## config.mk

```make
export PLATFORM = sky130hd
export DESIGN_NAME = serial_addsub_param
export DESIGN_NICKNAME = d
export VERILOG_FILES = /design/src/rtl/serial_addsub_param.sv
export SDC_FILE = /design/constraint.sdc
export NUM_CORES = 1
export LEC_CHECK = 0
export CORE_ASPECT_RATIO = 2
export CORE_MARGIN = 10
export CORE_UTILIZATION = 49
export DETAILED_ROUTE_END_ITERATION = 8
export HOLD_SLACK_MARGIN = 0.06
export PLACE_DENSITY = 0.76
export SYNTH_ARGS = -nofsm -noshare
export SYNTH_HDL_FRONTEND = slang
export SYNTH_SLANG_ARGS = --single-unit
```

## constraint.sdc

```tcl
create_clock -name clk -period 2.3 [get_ports clk]
set_clock_uncertainty 0.05 [all_clocks]
set_input_delay 0.46 -clock clk [delete_from_list [all_inputs] [get_ports clk]]
set_output_delay 0.46 -clock clk [all_outputs]
set_load 0.005 [all_outputs]
```

## src/rtl/serial_addsub_param.sv

```systemverilog
// Digit-serial adder/subtractor: parallel load, LSB-first processing of DIGIT bits per
// enabled cycle, parallel result with carry, signed-overflow and a one-cycle done pulse.
module serial_addsub_param #(
  parameter int unsigned WIDTH = 8,
  parameter int unsigned DIGIT = 1
) (
  input  logic             clk,
  input  logic             rst,
  input  logic             pload,
  input  logic             enable,
  input  logic             sub,
  input  logic [WIDTH-1:0] adata,
  input  logic [WIDTH-1:0] bdata,
  output logic [WIDTH-1:0] pout,
  output logic             cout,
  output logic             ovf,
  output logic             busy,
  output logic             done
);

  localparam int unsigned NDIG = WIDTH / DIGIT;
  // One extra count bit keeps the width legal when a single digit covers the word.
  localparam int unsigned CW   = $clog2(NDIG + 1);

  typedef enum logic [1:0] {StIdle, StLoaded, StRun, StDone} state_e;

  state_e           state_q;
  logic [WIDTH-1:0] a_q;
  logic [WIDTH-1:0] b_q;
  logic [WIDTH-1:0] shreg_q;
  logic [CW-1:0]    count_q;
  logic             carry_q;

  logic [DIGIT:0]   sum;
  logic [WIDTH-1:0] shreg_nxt;
  logic             msb_cin;
  logic             last_digit;

  always_comb begin
    sum        = {1'b0, a_q[DIGIT-1:0]} + {1'b0, b_q[DIGIT-1:0]} + {{DIGIT{1'b0}}, carry_q};
    // New digit enters at the top so the word is LSB-aligned after the final digit.
    shreg_nxt  = (shreg_q >> DIGIT) | (WIDTH'(sum[DIGIT-1:0]) << (WIDTH - DIGIT));
    // Carry into the digit's top bit recovered from its operand and sum bits.
    msb_cin    = a_q[DIGIT-1] ^ b_q[DIGIT-1] ^ sum[DIGIT-1];
    last_digit = (count_q == CW'(NDIG - 1));
  end

  always_ff @(posedge clk or negedge rst) begin
    if (!rst) begin
      state_q <= StIdle;
      a_q     <= '0;
      b_q     <= '0;
      shreg_q <= '0;
      count_q <= '0;
      carry_q <= 1'b0;
      pout    <= '0;
      cout    <= 1'b0;
      ovf     <= 1'b0;
      busy    <= 1'b0;
      done    <= 1'b0;
    end else if (pload) begin
      a_q     <= adata;
      b_q     <= sub ? ~bdata : bdata;
      carry_q <= sub;
      count_q <= '0;
      state_q <= StLoaded;
      busy    <= 1'b1;
      done    <= 1'b0;
    end else begin
      unique case (state_q)
        StIdle: begin
          done <= 1'b0;
          busy <= 1'b0;
        end
        StLoaded, StRun: begin
          if (enable) begin
            shreg_q <= shreg_nxt;
            carry_q <= sum[DIGIT];
            a_q     <= a_q >> DIGIT;
            b_q     <= b_q >> DIGIT;
            count_q <= count_q + 1'b1;
            if (last_digit) begin
              pout    <= shreg_nxt;
              cout    <= sum[DIGIT];
              ovf     <= msb_cin ^ sum[DIGIT];
              state_q <= StDone;
              busy    <= 1'b0;
              done    <= 1'b1;
            end else begin
              state_q <= StRun;
            end
          end
        end
        StDone: begin
          done    <= 1'b0;
          state_q <= StIdle;
        end
        default: state_q <= StIdle;
      endcase
    end
  end

endmodule

```

==> out/metrics.csv, run 1 <==
metric;value;unit
crit path DAT;2130;ps
predominant post-synthesis flop cell;dfrtp_1;
dpl cell area;0.00237;mm²
routed vias/inst;5.11;
width of the chip;64.9;µm
clk sinks;42;
Max-Cap Viols;0;
Antenna Nets Post-Route;0;
most common cell in the synthesized netlist;dfrtp_1;
cells after synthesis;167;
core area;0.00388;mm²
die area;0.00713;mm²
Avg Inst Size Synth;11.8;µm²
EDFF count, synth;0;
share of cells above drive strength 1;17.2;%
Cell Area, Synth;0.00198;mm²
FP Rows;32;
Resized Gates After CTS;0;
Max Fanout on Critical Path;11;
status;finished clean;
post-synthesis sequential area ratio;53.1;%
DRC;0;
clock buffer depth;2;
Routed Wire Length;3640;µm
hold path cells;2;
Pleak;1.17;nW
GPL Wtd Cong;0.739;
vias in the first global route;1428;
Clock Power Share;21.3;%
first-pass GRT wire length;6310;µm
CTS tree;yes;
ys async rst share;100;%
cell-internal power;1.55;mW
Slew Limit Fails;0;
CTS clk-pin slew, worst paths;70;ps
Critical Path End Type;flip-flop;
Remaining Overflow, GRT;0;
total negative slack;0;ps
CP Launch Type;flip-flop;
syn nets;192;
worst slew pin tran;437;ps
fin nets;228;
flops & latches, synth;42;
initial antenna violation count;0;
Final HPWL DP;2880;µm
area leader, netlist;dfrtp_1;
min cycle time layout;2000;ps
Area Overhead vs Synth;24.8;%
Reg2Reg Depth;5;
Port Buffers;32;
synth cell count leaders;dfrtp_1 (42), nand2_1 (22), o21ai_0 (18);
top cell type's share of synthesized area;53.1;%
Die Ht;110;µm
starting density of the core;50.9;%
Design Power;2.25;mW
maximum clock rate;0.499;GHz
Total Routing Usage GR;11.0;%
Ports;33;
Final period util;87.1;%
part of the power in combinational logic;32.8;%
Worst-Skew Late Latency;290;ps
Root Driver;clkbuf_8;
VDD IR max;0.569;mV
detailed-route wire length per cell;14.3;µm
register share of total power;45.9;%
Pre-antenna DRT Iters;3;
number of CTS-inserted buffers;5;
Final Hold Fails;0;
switching pwr;698;µW
Slew HR;70.8;%
design area;0.00247;mm²
H-tree levels;2;
1st-iter DRT viols;7;
Hold WC Path Type;flip-flop to flip-flop;
postcts setup bufs;0;
CTS hold repair buffers;1;
synth top area cells;dfrtp_1 (53%), mux2_4 (6.8%), mux2i_1 (5.6%);
Yosys cell types;30;
Vias;1304;
PwrDens;910;mW/mm²
pin count of the biggest net entering global routing;42;
Switching Fraction;31.1;%
Critical Path RT;2430;ps
antenna cells;0;
Synth Warn #;0;
unrepaired setup endpoints after global routing;false;
Setup CP Type;flip-flop to flip-flop;
Finish-stage setup viols;0;
==> sequential cells by signal, summed over array words and instances (netlist names) <==
| signal | cells |
|---|---|
| count_q | 4 |
| a_q | 8 |
| shreg_q | 7 |
| ovf | 1 |
| pout | 8 |
| busy | 1 |
| b_q | 8 |
| carry_q | 1 |
| cout | 1 |
| state_q | 2 |
| done | 1 |
==> routing by layer <==
metal	track usage, %	vias to the layer above	wire length (µm)
met5	0	-	0
met4	5.54	0	82
met3	4.38	7	227
met2	19.5	28	1940
met1	10.7	627	1390
li1	-	642	-
==> power groups by stage <==
| stage | Clock, mW | Sequential (mW) | Combinational, mW |
|---|---|---|---|
| 6_report | 0.478 | 1.03 | 0.737 |
| 5_1_grt | 0.522 | 1.06 | 0.820 |
| 4_1_cts | 0.491 | 1.03 | 0.751 |
| 3_5_place_dp | 0 | 1.05 | 0.746 |
| 3_3_place_gp | 0 | 1.03 | 0.703 |
| 2_1_floorplan | 0 | 1.01 | 0.544 |
==> critical path, stage by stage (launching register included) <==
cell and delay (ps):
dfrtp_1 390, inv_1 80, ha_1 310, nand3_2 100
or4b_4 620, mux2_4 340
==> worst paths after layout <==
path	startpoint	end	slack [ps]
worst max-delay path	state_q[0]	pout[4]	300
worst min-delay path	done	done	460
worst max register to register	state_q[0]	pout[4]	300
worst min register to register	done	done	460
max in group asynchronous	rst	done	1140
min in group asynchronous	rst	state_q[0]	540
==> cells by family after synthesis <==
logic type,after synthesis,synth area share (%)
buf+inv,14,3.35
mux,28,17.0
fa+ha+maj,4,2.91
xor+xnor,13,5.76
simple gates,37,9.30
flops,42,53.1
compound gates,29,8.60
==> stage by stage <==
step | util [%] | std cells | worst slack (ps) | hold WS [ps]
floorplan | - | 167 | 306 | 114
global placement | 61.0 | 246 | 119 | 324
detailed placement | 61.0 | 246 | 102 | 328
CTS | 63.6 | 255 | 293 | 464
global route | 63.6 | 255 | 226 | 484
finish | 63.6 | 255 | 298 | 462
==> layout by cell type (no fill, tap or decap), drive strengths merged, types with 2 or more instances in the layout <==
cell type,instances
buf,8
a21oi,3
ha,3
clkdlybuf4s50,31
o21ai,18
clkbuf,7
dfrtp,42
mux2,17
inv,3
nand3b,2
a22oi,4
nand2,22
mux2i,11
xnor2,2
nor2,3
nand2b,3
xor2,11
nand3,3
==> cell type report <==
type                            count  area (µm²)
Fill cell                         338        1420
Clock inverter                      1        5.00
Multi-Input combinational cell    111         861
Timing Repair Buffer               40         390
Sequential cell                    42        1050
Clock buffer                        7        86.3
Tap cell                           51        63.8
Inverter                            3        11.3
No activity file was read; power rests on OpenSTA's default activity.
==> inputs of run 2 (changes only) <==
--- a/config.mk
+++ b/config.mk
@@ -8,6 +8,7 @@
 export CORE_ASPECT_RATIO = 2
 export CORE_MARGIN = 10
 export CORE_UTILIZATION = 49
+export CTS_BUF_LIST = sky130_fd_sc_hd__clkbuf_16
 export DETAILED_ROUTE_END_ITERATION = 8
 export HOLD_SLACK_MARGIN = 0.06
 export PLACE_DENSITY = 0.76
==> run 2 against run 1 <==
Wire length rose by 1.2%. Final area rose by 1.9%. Core utilization rose by 1.2 points. Clock-buffer cell count fell by 2. Global-route usage rose by 0.097 points. Final cell count did not move. Worst setup slack got worse by 0.86 ps. Die area did not move. Fmax barely moved.
==> out/metrics.csv, run 2 (synthesis results as in run 1) <==
metric;value;unit
antenna cells;0;
Root Driver;clkbuf_16;
initial antenna violation count;0;
status;finished clean;
design area;0.00251;mm²
core area;0.00388;mm²
CTS tree;yes;
hold path startpoint;done;
Placed Instances;246;
final worst setup slack;297;ps
Slew HR;71.3;%
DP Worst Slack;102;ps
worst slew pin tran;429;ps
Antenna Nets Post-Route;0;
worst reg2reg setup slack;300;ps
Resized Gates After CTS;0;
R2R Path Start;state_q[0];
crit path DAT;2120;ps
min cycle time layout;2000;ps
CP max stage cell;or4b_4;
width of the chip;64.9;µm
PwrDens;964;mW/mm²
dpl cell area;0.00237;mm²
Pre-antenna DRT Iters;4;
DRC;0;
total negative slack;0;ps
Design Power;2.42;mW
Max-Cap Viols;0;
Hold Path End;done;
Reg2Reg Depth;5;
Hold WC Path Type;flip-flop to flip-flop;
most frequent cells in the layout;dfrtp_1 (42), clkdlybuf4s50_1 (31), nand2_1 (22), o21ai_0 (18);
clock buffer depth;2;
Layout Cells excl Fill;255;
share of cells above drive strength 1;16.7;%
H-tree levels;2;
clk sinks;42;
Final period util;87.1;%
hold path cells;2;
Vias;1308;
Final HPWL DP;2880;µm
1st-iter DRT viols;16;
Worst path max stage delay;620;ps
Pleak;1.20;nW
first-pass GRT wire length;6310;µm
Routed Wire Length;3680;µm
CTS clk-pin slew, worst paths;60;ps
Critical Path, Cell by Cell;inv_1 -> ha_1 -> nand3_2 -> or4b_4 -> mux2_4;
VDD IR max;0.640;mV
Hold WS;458;ps
Regs by FF count;a_q (8), b_q (8), pout (8);
Max Fanout on Critical Path;11;
commonest non-fill, non-tap cell in the layout;dfrtp_1;
detailed-route wire length per cell;14.4;µm
Die Ht;110;µm
Final Hold Fails;0;
fin nets;228;
Slew Limit Fails;0;
CP Launch Type;flip-flop;
Worst path top cell family by delay;simple AND/OR/NAND/NOR gates;
pin count of the biggest net entering global routing;42;
FP Rows;32;
Critical Path RT;2420;ps
vias in the first global route;1435;
Worst-Skew Late Latency;280;ps
die area;0.00713;mm²
Setup CP Type;flip-flop to flip-flop;
maximum clock rate;0.499;GHz
worst path bufs/invs;1;
Remaining Overflow, GRT;0;
Area Overhead vs Synth;27.1;%
Total Routing Usage GR;11.1;%
post-route core utilization;64.8;%
Port Buffers;32;
R2R Path End;pout[4];
routed vias/inst;5.13;
Critical Path End Type;flip-flop;
starting density of the core;50.9;%
unrepaired setup endpoints after global routing;false;
number of CTS-inserted buffers;5;
Finish-stage setup viols;0;
Ports;33;
GPL Wtd Cong;0.739;
==> run 2: timing repair <==
item / 4_1_cts / 5_1_grt
endpoints found under the hold margin: 13 / 0
buffers inserted: 0 / 0
hold buffers: 1 / 0
==> run 2: final cells by class <==
type / instances / area (µm²)
timing repair buffer: 40 / 390
fill: 335 / 1370
inverter: 3 / 11.3
sequential: 42 / 1050
clock buffer: 5 / 125
multi-input combinational: 111 / 861
tap: 51 / 63.8
clock inverter: 3 / 12.5
==> run 2: worst max-delay path by stage <==
stage                          start       to  depth (start not counted)
after global placement        enable     cout                          4
final                     state_q[0]  pout[4]                          5
after CTS                 state_q[0]  pout[4]                          5
after detailed placement      enable  pout[4]                          4
after global routing      state_q[0]     cout                          5
after floorplan           state_q[1]     cout                          7
==> run 2: tightest hold or removal path, delay by kind of cell (launching register included) <==
| family | cells | cell delay, ps |
|---|---|---|
| and+or+nand+nor | 2 | 130 |
| DFF | 1 | 340 |
==> run 2: report_power, final <==
| part | internal [mW] | leakage, nW | total [mW] | switching (mW) |
|---|---|---|---|---|
| registers | 0.911 | 0.535 | 1.03 | 0.124 |
| logic | 0.397 | 0.591 | 0.738 | 0.341 |
| clock network | 0.392 | 0.0724 | 0.652 | 0.261 |
==> run 2: per-layer routing <==
metal / part of all wire (%) / wire length [µm] / vias to the layer above / global-route usage [%]
met4: 2.4 / 88 / 0 / 6.00
met2: 53 / 1960 / 28 / 19.5
met3: 6.1 / 224 / 8 / 4.49
met5: 0 / 0 / - / 0
met1: 38 / 1410 / 630 / 10.8
li1: - / - / 642 / -
